==> src/rtl/usb_rx_decoder_if.sv <==
// Result bundle from usb_rx_decoder to the payload buffer and protocol controller.
interface usb_rx_decoder_if;
   logic [2:0] RX_packet;
   logic       RX_data_ready;
   logic       RX_transfer_active;
   logic       RX_error;
   logic [7:0] RX_packet_data;
   logic       store_RX_packet_data;
   logic       flush;

   modport master (
      output RX_packet, RX_data_ready, RX_transfer_active, RX_error,
             RX_packet_data, store_RX_packet_data, flush
   );
   modport slave (
      input  RX_packet, RX_data_ready, RX_transfer_active, RX_error,
             RX_packet_data, store_RX_packet_data, flush
   );
endinterface

==> src/rtl/usb_rx_decoder.sv <==
// Full-speed USB receive front end: line sync, bit recovery, NRZI decode, SYNC/PID/DATA/EOP framing.
// Optional bit unstuffing is enabled by defining USB_RX_BITSTUFF_EN.
module usb_rx_decoder #(
   parameter int BIT_PERIOD = 8,
   parameter int MAX_BYTES  = 64
) (
   input  logic             clk,
   input  logic             n_rst,
   input  logic             dplus_in,
   input  logic             dminus_in,
   usb_rx_decoder_if.master rx
);
   localparam int TW = (BIT_PERIOD > 2) ? $clog2(BIT_PERIOD) : 1;
   localparam int BW = $clog2(MAX_BYTES + 1);
   localparam logic [TW-1:0] T_LAST = TW'(BIT_PERIOD - 1);
   localparam logic [TW-1:0] T_SMP  = TW'(BIT_PERIOD / 2 - 1);
   localparam logic [BW-1:0] B_MAX  = BW'(MAX_BYTES);

   typedef enum logic [2:0] {S_IDLE, S_SYNC, S_PID, S_DATA, S_EOP, S_ERR} state_t;

   function automatic logic [2:0] pid_code(input logic [7:0] b);
      case (b)
         8'h2D:   return 3'd1;
         8'hA5:   return 3'd2;
         8'hE1:   return 3'd3;
         8'h33:   return 3'd4;
         8'hB4:   return 3'd5;
         default: return 3'd0;
      endcase
   endfunction

   // Synchronizers reset to J so releasing reset on an idle line is not a transition.
   logic dp_m, dp_s, dp_d, dm_m, dm_s, dm_d;
   always_ff @(posedge clk or negedge n_rst) begin
      if (!n_rst) begin
         dp_m <= 1'b1; dp_s <= 1'b1; dp_d <= 1'b1;
         dm_m <= 1'b0; dm_s <= 1'b0; dm_d <= 1'b0;
      end else begin
         dp_m <= dplus_in;  dp_s <= dp_m; dp_d <= dp_s;
         dm_m <= dminus_in; dm_s <= dm_m; dm_d <= dm_s;
      end
   end

   logic          trans, smp;
   logic [TW-1:0] timer_q;
   assign trans = (dp_s != dp_d) || (dm_s != dm_d);

   always_ff @(posedge clk or negedge n_rst) begin
      if (!n_rst)                          timer_q <= '0;
      else if (trans || timer_q == T_LAST) timer_q <= '0;
      else                                 timer_q <= timer_q + TW'(1);
   end
   assign smp = (timer_q == T_SMP) && !trans;

   state_t        state_q, state_n;
   logic [2:0]    bit_cnt_q, bit_cnt_n;
   logic [7:0]    sr_q, sr_n;
   logic [BW-1:0] byte_cnt_q, byte_cnt_n;
   logic [1:0]    se0_cnt_q, se0_cnt_n;
   logic [2:0]    j_cnt_q, j_cnt_n;
   logic          prev_q, prev_n;
   logic [2:0]    pkt_q, pkt_n;
   logic          act_q, act_n, err_q, err_n;
   logic          ready_q, ready_n, store_q, store_n, flush_q, flush_n;
   logic [7:0]    pdata_q, pdata_n;

   logic       s_se0, s_j, s_bit, take, drop, stuff_bad, shift, last_bit;
   logic [7:0] byte_nxt;
   logic [2:0] code;

   assign s_se0    = !dp_s && !dm_s;
   assign s_j      = dp_s && !dm_s;
   assign s_bit    = (dp_s == prev_q);
   assign byte_nxt = {s_bit, sr_q[7:1]};
   assign take     = smp && !s_se0;
   assign code     = pid_code(byte_nxt);

`ifdef USB_RX_BITSTUFF_EN
   logic [2:0] ones_q, ones_n;
   assign drop      = take && (ones_q == 3'd6) && !s_bit;
   assign stuff_bad = take && (ones_q == 3'd6) && s_bit;

   always_comb begin
      ones_n = ones_q;
      if (drop)       ones_n = '0;
      else if (shift) ones_n = s_bit ? ones_q + 3'd1 : 3'd0;
      if (state_q == S_IDLE) ones_n = '0;
   end

   always_ff @(posedge clk or negedge n_rst) begin
      if (!n_rst) ones_q <= '0;
      else        ones_q <= ones_n;
   end
`else
   assign drop      = 1'b0;
   assign stuff_bad = 1'b0;
`endif

   assign shift    = take && !drop && !stuff_bad;
   assign last_bit = shift && (bit_cnt_q == 3'd7);

   always_comb begin
      state_n    = state_q;
      bit_cnt_n  = bit_cnt_q;
      sr_n       = sr_q;
      byte_cnt_n = byte_cnt_q;
      se0_cnt_n  = se0_cnt_q;
      j_cnt_n    = j_cnt_q;
      prev_n     = prev_q;
      pkt_n      = pkt_q;
      act_n      = act_q;
      err_n      = err_q;
      pdata_n    = pdata_q;
      ready_n    = 1'b0;
      store_n    = 1'b0;
      flush_n    = 1'b0;

      if (take) prev_n = dp_s;
      if (shift) begin
         sr_n      = byte_nxt;
         bit_cnt_n = bit_cnt_q + 3'd1;
      end

      case (state_q)
         S_IDLE: begin
            prev_n    = 1'b1;
            bit_cnt_n = '0;
            sr_n      = '0;
            if (trans) begin
               state_n    = S_SYNC;
               byte_cnt_n = '0;
               se0_cnt_n  = '0;
               j_cnt_n    = '0;
               pkt_n      = '0;
               err_n      = 1'b0;
               act_n      = 1'b1;
            end
         end
         S_SYNC: begin
            if (smp && s_se0)   state_n = S_ERR;
            else if (stuff_bad) state_n = S_ERR;
            else if (last_bit)  state_n = (byte_nxt == 8'h80) ? S_PID : S_ERR;
         end
         S_PID: begin
            if (smp && s_se0)   state_n = S_ERR;
            else if (stuff_bad) state_n = S_ERR;
            else if (last_bit) begin
               pkt_n = code;
               if (code == 3'd4 || code == 3'd5) begin
                  flush_n    = 1'b1;
                  byte_cnt_n = '0;
                  state_n    = S_DATA;
               end else if (code != 3'd0) begin
                  se0_cnt_n = '0;
                  state_n   = S_EOP;
               end else begin
                  state_n = S_ERR;
               end
            end
         end
         S_DATA: begin
            if (smp && s_se0) begin
               if (bit_cnt_q == 3'd0) begin
                  se0_cnt_n = 2'd1;
                  state_n   = S_EOP;
               end else begin
                  state_n = S_ERR;
               end
            end else if (stuff_bad) begin
               state_n = S_ERR;
            end else if (last_bit) begin
               if (byte_cnt_q == B_MAX) begin
                  state_n = S_ERR;
               end else begin
                  pdata_n    = byte_nxt;
                  store_n    = 1'b1;
                  byte_cnt_n = byte_cnt_q + BW'(1);
               end
            end
         end
         S_EOP: begin
            if (smp) begin
               if (s_se0) begin
                  if (se0_cnt_q != 2'd2) se0_cnt_n = se0_cnt_q + 2'd1;
               end else if (s_j && se0_cnt_q == 2'd2) begin
                  ready_n = 1'b1;
                  act_n   = 1'b0;
                  state_n = S_IDLE;
               end else begin
                  state_n = S_ERR;
               end
            end
         end
         S_ERR: begin
            // Resynchronise on a complete EOP or on a long idle run, whichever comes first.
            if (smp) begin
               if (s_se0) begin
                  j_cnt_n = '0;
                  if (se0_cnt_q != 2'd2) se0_cnt_n = se0_cnt_q + 2'd1;
               end else if (s_j && (se0_cnt_q == 2'd2 || j_cnt_q == 3'd7)) begin
                  act_n   = 1'b0;
                  state_n = S_IDLE;
               end else if (s_j) begin
                  j_cnt_n   = j_cnt_q + 3'd1;
                  se0_cnt_n = '0;
               end else begin
                  j_cnt_n   = '0;
                  se0_cnt_n = '0;
               end
            end
         end
         default: state_n = S_IDLE;
      endcase

      if (state_n == S_ERR && state_q != S_ERR) begin
         err_n     = 1'b1;
         se0_cnt_n = {1'b0, smp && s_se0};
         j_cnt_n   = '0;
      end
   end

   always_ff @(posedge clk or negedge n_rst) begin
      if (!n_rst) begin
         state_q    <= S_IDLE;
         bit_cnt_q  <= '0;
         sr_q       <= '0;
         byte_cnt_q <= '0;
         se0_cnt_q  <= '0;
         j_cnt_q    <= '0;
         prev_q     <= 1'b1;
         pkt_q      <= '0;
         act_q      <= 1'b0;
         err_q      <= 1'b0;
         ready_q    <= 1'b0;
         store_q    <= 1'b0;
         flush_q    <= 1'b0;
         pdata_q    <= '0;
      end else begin
         state_q    <= state_n;
         bit_cnt_q  <= bit_cnt_n;
         sr_q       <= sr_n;
         byte_cnt_q <= byte_cnt_n;
         se0_cnt_q  <= se0_cnt_n;
         j_cnt_q    <= j_cnt_n;
         prev_q     <= prev_n;
         pkt_q      <= pkt_n;
         act_q      <= act_n;
         err_q      <= err_n;
         ready_q    <= ready_n;
         store_q    <= store_n;
         flush_q    <= flush_n;
         pdata_q    <= pdata_n;
      end
   end

   assign rx.RX_packet            = pkt_q;
   assign rx.RX_data_ready        = ready_q;
   assign rx.RX_transfer_active   = act_q;
   assign rx.RX_error             = err_q;
   assign rx.RX_packet_data       = pdata_q;
   assign rx.store_RX_packet_data = store_q;
   assign rx.flush                = flush_q;
endmodule

==> src/flat_wrapper.sv <==
// flat-port wrapper written by rule: the top's interface ports become plain ports
module usb_rx_decoder_flat 
#(
   parameter int BIT_PERIOD = 8,
   parameter int MAX_BYTES  = 64
)
  (clk, n_rst, dplus_in, dminus_in, rx_RX_packet, rx_RX_data_ready, rx_RX_transfer_active, rx_RX_error, rx_RX_packet_data, rx_store_RX_packet_data, rx_flush);
  usb_rx_decoder_if rx_i ();
  input  logic clk;
  input  logic n_rst;
  input  logic dplus_in;
  input  logic dminus_in;
  output wire logic [$bits(rx_i.RX_packet)-1:0] rx_RX_packet;
  output wire logic [$bits(rx_i.RX_data_ready)-1:0] rx_RX_data_ready;
  output wire logic [$bits(rx_i.RX_transfer_active)-1:0] rx_RX_transfer_active;
  output wire logic [$bits(rx_i.RX_error)-1:0] rx_RX_error;
  output wire logic [$bits(rx_i.RX_packet_data)-1:0] rx_RX_packet_data;
  output wire logic [$bits(rx_i.store_RX_packet_data)-1:0] rx_store_RX_packet_data;
  output wire logic [$bits(rx_i.flush)-1:0] rx_flush;
  assign rx_RX_packet = rx_i.RX_packet;
  assign rx_RX_data_ready = rx_i.RX_data_ready;
  assign rx_RX_transfer_active = rx_i.RX_transfer_active;
  assign rx_RX_error = rx_i.RX_error;
  assign rx_RX_packet_data = rx_i.RX_packet_data;
  assign rx_store_RX_packet_data = rx_i.store_RX_packet_data;
  assign rx_flush = rx_i.flush;
  usb_rx_decoder #(.BIT_PERIOD(BIT_PERIOD), .MAX_BYTES(MAX_BYTES)) u_core (.clk(clk), .n_rst(n_rst), .dplus_in(dplus_in), .dminus_in(dminus_in), .rx(rx_i));
endmodule
==> config.mk <==
export PLATFORM = sky130hd
export DESIGN_NAME = usb_rx_decoder_flat
export DESIGN_NICKNAME = d
export VERILOG_FILES = /design/src/rtl/usb_rx_decoder_if.sv /design/src/rtl/usb_rx_decoder.sv /design/src/flat_wrapper.sv
export SDC_FILE = /design/constraint.sdc
export NUM_CORES = 1
export LEC_CHECK = 0
export ABC_AREA = 1
export CORE_MARGIN = 3
export CORE_UTILIZATION = 41
export DETAILED_ROUTE_END_ITERATION = 8
export PLACE_DENSITY = 0.73
export RECOVER_POWER = 50
export SYNTH_ARGS = -nofsm -noshare
export SYNTH_HDL_FRONTEND = slang
export SYNTH_SLANG_ARGS = --single-unit
==> constraint.sdc <==
create_clock -name clk -period 1.8 [get_ports clk]
set_clock_uncertainty 0.15 [all_clocks]
set_input_delay 0.18 -clock clk [delete_from_list [all_inputs] [get_ports clk]]
set_output_delay 0.18 -clock clk [all_outputs]
set_load 0.01 [all_outputs]
==> impl_results.md <==
- Vias in the first global route: between 2000 and 3000
- Max cap viols: 0
- DRC: 0
- Overall power: 0.00265 W
- Nets: 496
- Top Ports: 20
- Starting density of the core: 0.429
- Gpl congestion: ~0.95
- Worst Setup Slack, final: -349 ps
- Post-route ant nets: 0
- Global-route wire length before repair: approximately 12000 um
- Die Y: 91.0 um
- Status: complete, but fails checks
- Syn. warnings: 0
- CORE AREA: about 6900 um^2
- DR iter-0 viols: approximately 130
- Final Hold Viols: 0
- Hold EP: u_core.dp_s
- Via count: about 2800
- Unrepaired setup endpoints after global routing: true
- Hold crit path type: reg2reg
- Post-Syn Area: 2960 um^2
- Pre-CTS setup slack: -300 ps
- Layout cells sized above 1: 0.385
- Core Rows: 30
- Critical Path Sink Type: flip-flop
- Cells after Synth: between 300 and 400
- Failing checks: negative setup slack
- Reg2reg setup slack: -350 ps
- WHS Path Cells: 0
- Worst-path clk slew: about 100 ps
- Final Cycle Share: 1.19
- Worst-Skew Late Latency: 310 ps
- Worst r2r src: u_core.dp_s
- Reg2reg path depth: 13
- Clock Tree Root: clkbuf_8
- Worst-Margin Slew: around 700 ps
- Crit path arrival time: approximately 2200 ps
- Largest net degree at the start of global routing: 52
- Reg2reg end: u_core.j_cnt_q[2]
- Syn_nets: 388
- Max Root-Sink Buffers: 2
- Clk sinks: 51
- Die X-Extent: roughly 90 um
- Register area share after synthesis: 0.433
- Leak Pwr: 2.07 nW
- Initial antenna violation count: 0
- Max FO, Critical Path: 7
- CP Class: reg2reg
- Max-slew violation count: 0
- GRT Overall Usage: 0.173
- N_diodes: 0
- Rel. slew slack: 0.534
- HPWL after DPL: 5090 um
- Syn Area/Cell: between 7 and 8 um^2
- Worst path required time: 1860 ps
- Unique masters post-synth: 37
- PortBufs: 19
- GRT overflow: 0
- VDD IR-drop max: 0.381 mV
- Min-delay src: u_core.dp_m
- #FFs+latches synth: 51
- CTS tree: built
- H-tree depth: 2
- Total iterations of the first detailed-routing run: 4
- Peak Freq: approximately 0.47 GHz
- Vias per std cell: slightly below 5
- Full die area: a little over 8000 um^2
- CP startpoint kind: flip-flop
- Number of CTS-inserted buffers: 5
- Final setup fails: 36
- Power per Cell Area: ~630 nW/um^2
- Layout area overhead: 43.2%
- Fin crit period: approximately 2100 ps
- Final WL: approximately 7300 um
- Drt wl/cell: approximately 13 um
==> sequential cells by signal, summed over array words and instances (netlist names), 2 cells and up <==
| name | count |
|---|---|
| u_core.rx.RX_packet_data | 8 |
| u_core.byte_cnt_q | 7 |
| u_core.sr_q | 7 |
| u_core.bit_cnt_q | 3 |
| u_core.j_cnt_q | 3 |
| u_core.rx.RX_packet | 3 |
| u_core.state_q | 3 |
| u_core.timer_q | 3 |
| u_core.se0_cnt_q | 2 |
==> metrics by stage <==
step	instance area (um^2)	utilization	setup TNS, ps	cells	hold WS, ps
after floorplan	2970	-	-1940	372	-266
final	4240	0.614	-7780	577	210
after global routing	4240	0.614	-12150	577	215
after detailed placement	3800	0.550	-7630	555	48.4
after CTS	4040	0.584	-7950	573	119
after global placement	3800	0.550	-5600	555	41.0
==> layout by cell type, fill, tap and decap left out, types with 10 or more instances in the layout <==
cell type,instances
o21ai_2,16
buf_4,73
inv_1,50
ha_1,11
nor2_1,30
nand3_1,26
nor2_2,10
nand2_1,82
dfrtp_1,47
clkdlybuf4s50_1,16
nand2_2,18
==> cells by family (layout without fill, tap and decap cells) <==
| family | after synthesis | count (layout) | share of synthesized area |
|---|---|---|---|
| AO/OA/AOI/OAI | 41 | 41 | 0.0926 |
| XOR/XNOR | 4 | 4 | 0.0118 |
| adder cells (fa/ha/maj) | 12 | 12 | 0.0507 |
| buffers and inverters | 58 | 166 | 0.0765 |
| flip-flops | 51 | 51 | 0.433 |
| AND/OR/NAND/NOR | 206 | 207 | 0.336 |
==> cell usage after synthesis <==
library cell | instances | share of area
nand2_1 | 96 | 0.12
inv_1 | 52 | 0.066
dfrtp_1 | 47 | 0.40
nor2_1 | 39 | 0.049
nand3_1 | 31 | 0.052
o21ai_0 | 14 | 0.024
ha_1 | 12 | 0.051
nand2_2 | 8 | 0.017
o21ai_2 | 8 | 0.024
nand4_1 | 5 | 0.011
o31ai_1 | 5 | 0.013
dfstp_2 | 4 | 0.036
inv_2 | 4 | 0.0051
nor2_2 | 4 | 0.0085
nor2_4 | 4 | 0.015
o21ai_1 | 4 | 0.0068
nand2_4 | 3 | 0.011
nand3_4 | 3 | 0.018
nor3_1 | 3 | 0.0051
or2_2 | 3 | 0.0063
xor2_1 | 3 | 0.0089
a21oi_1 | 2 | 0.0034
nand3_2 | 2 | 0.0068
nor4_1 | 2 | 0.0042
o211ai_1 | 2 | 0.0051
a21oi_2 | 1 | 0.0030
a22o_1 | 1 | 0.0030
a22oi_1 | 1 | 0.0025
and3_1 | 1 | 0.0021
buf_6 | 1 | 0.0038
clkinv_2 | 1 | 0.0017
nand4_2 | 1 | 0.0042
o2111ai_1 | 1 | 0.0030
o221ai_1 | 1 | 0.0030
o32ai_1 | 1 | 0.0030
or2_4 | 1 | 0.0030
xnor2_1 | 1 | 0.0030
==> worst max-delay path by stage <==
stage                               from  cells past startpoint                          end  slack, ps
detailed placement           u_core.dp_s                     13            u_core.j_cnt_q[2]       -300
global placement    u_core.byte_cnt_q[0]                     14            u_core.j_cnt_q[0]       -250
global route                 u_core.dp_s                     15          u_core.se0_cnt_q[0]       -530
finish                       u_core.dp_s                     13            u_core.j_cnt_q[2]       -350
floorplan                    u_core.dp_s                     11  u_core.rx.RX_packet_data[2]       -140
CTS                          u_core.dp_s                     16            u_core.j_cnt_q[2]       -300
==> routing by layer <==
metal	GRT usage	vias up	part of all wire
met5	0	-	0
met4	0.0515	0	0.025
met3	0.0265	17	0.035
met2	0.302	64	0.50
met1	0.222	1326	0.44
li1	-	1415	-
==> what timing repair did <==
| item | in CTS | in global routing |
|---|---|---|
| gates cloned | 1 | 1 |
| pin swaps | 3 | 6 |
| hold buffers | 1 | 0 |
| endpoints found under the hold margin | 51 | 0 |
| buffers inserted | 8 | 6 |
| setup endpoints to repair | 36 | 40 |
| resized for setup | 27 | 49 |
==> worst max-delay path, stage by stage, from the launching register on <==
cell and delay (ps):
dfstp_2 630, nand2_2 90, nand2_4 100, nand2_4 70
nor2_4 160, nand3_2 130, nand2_1 90, nand2_1 50
nor2_1 120, nand3_2 150, nand2_1 120, nand2_2 60
nand3_1 70, nand2_1 50
==> report_power, final <==
part | total, W | switching [W] | internal, W
combinational | 0.000733 | 0.000439 | 0.000294
clock | 0.000689 | 0.000410 | 0.000279
sequential | 0.00123 | 0.0000327 | 0.00120
total | 0.00265 | 0.000882 | 0.00177
==> cell type report <==
| type | count | area, um^2 |
|---|---|---|
| well taps | 96 | 120 |
| flip-flops and latches | 51 | 1280 |
| fillers | 581 | 2670 |
| inverters | 57 | 229 |
| repair inverters | 1 | 6.26 |
| repair buffers | 100 | 818 |
| clock buffers | 5 | 68.8 |
| multi-input cells | 264 | 1690 |
| clock inverters | 3 | 23.8 |
No activity file was read; power rests on OpenSTA's default activity.
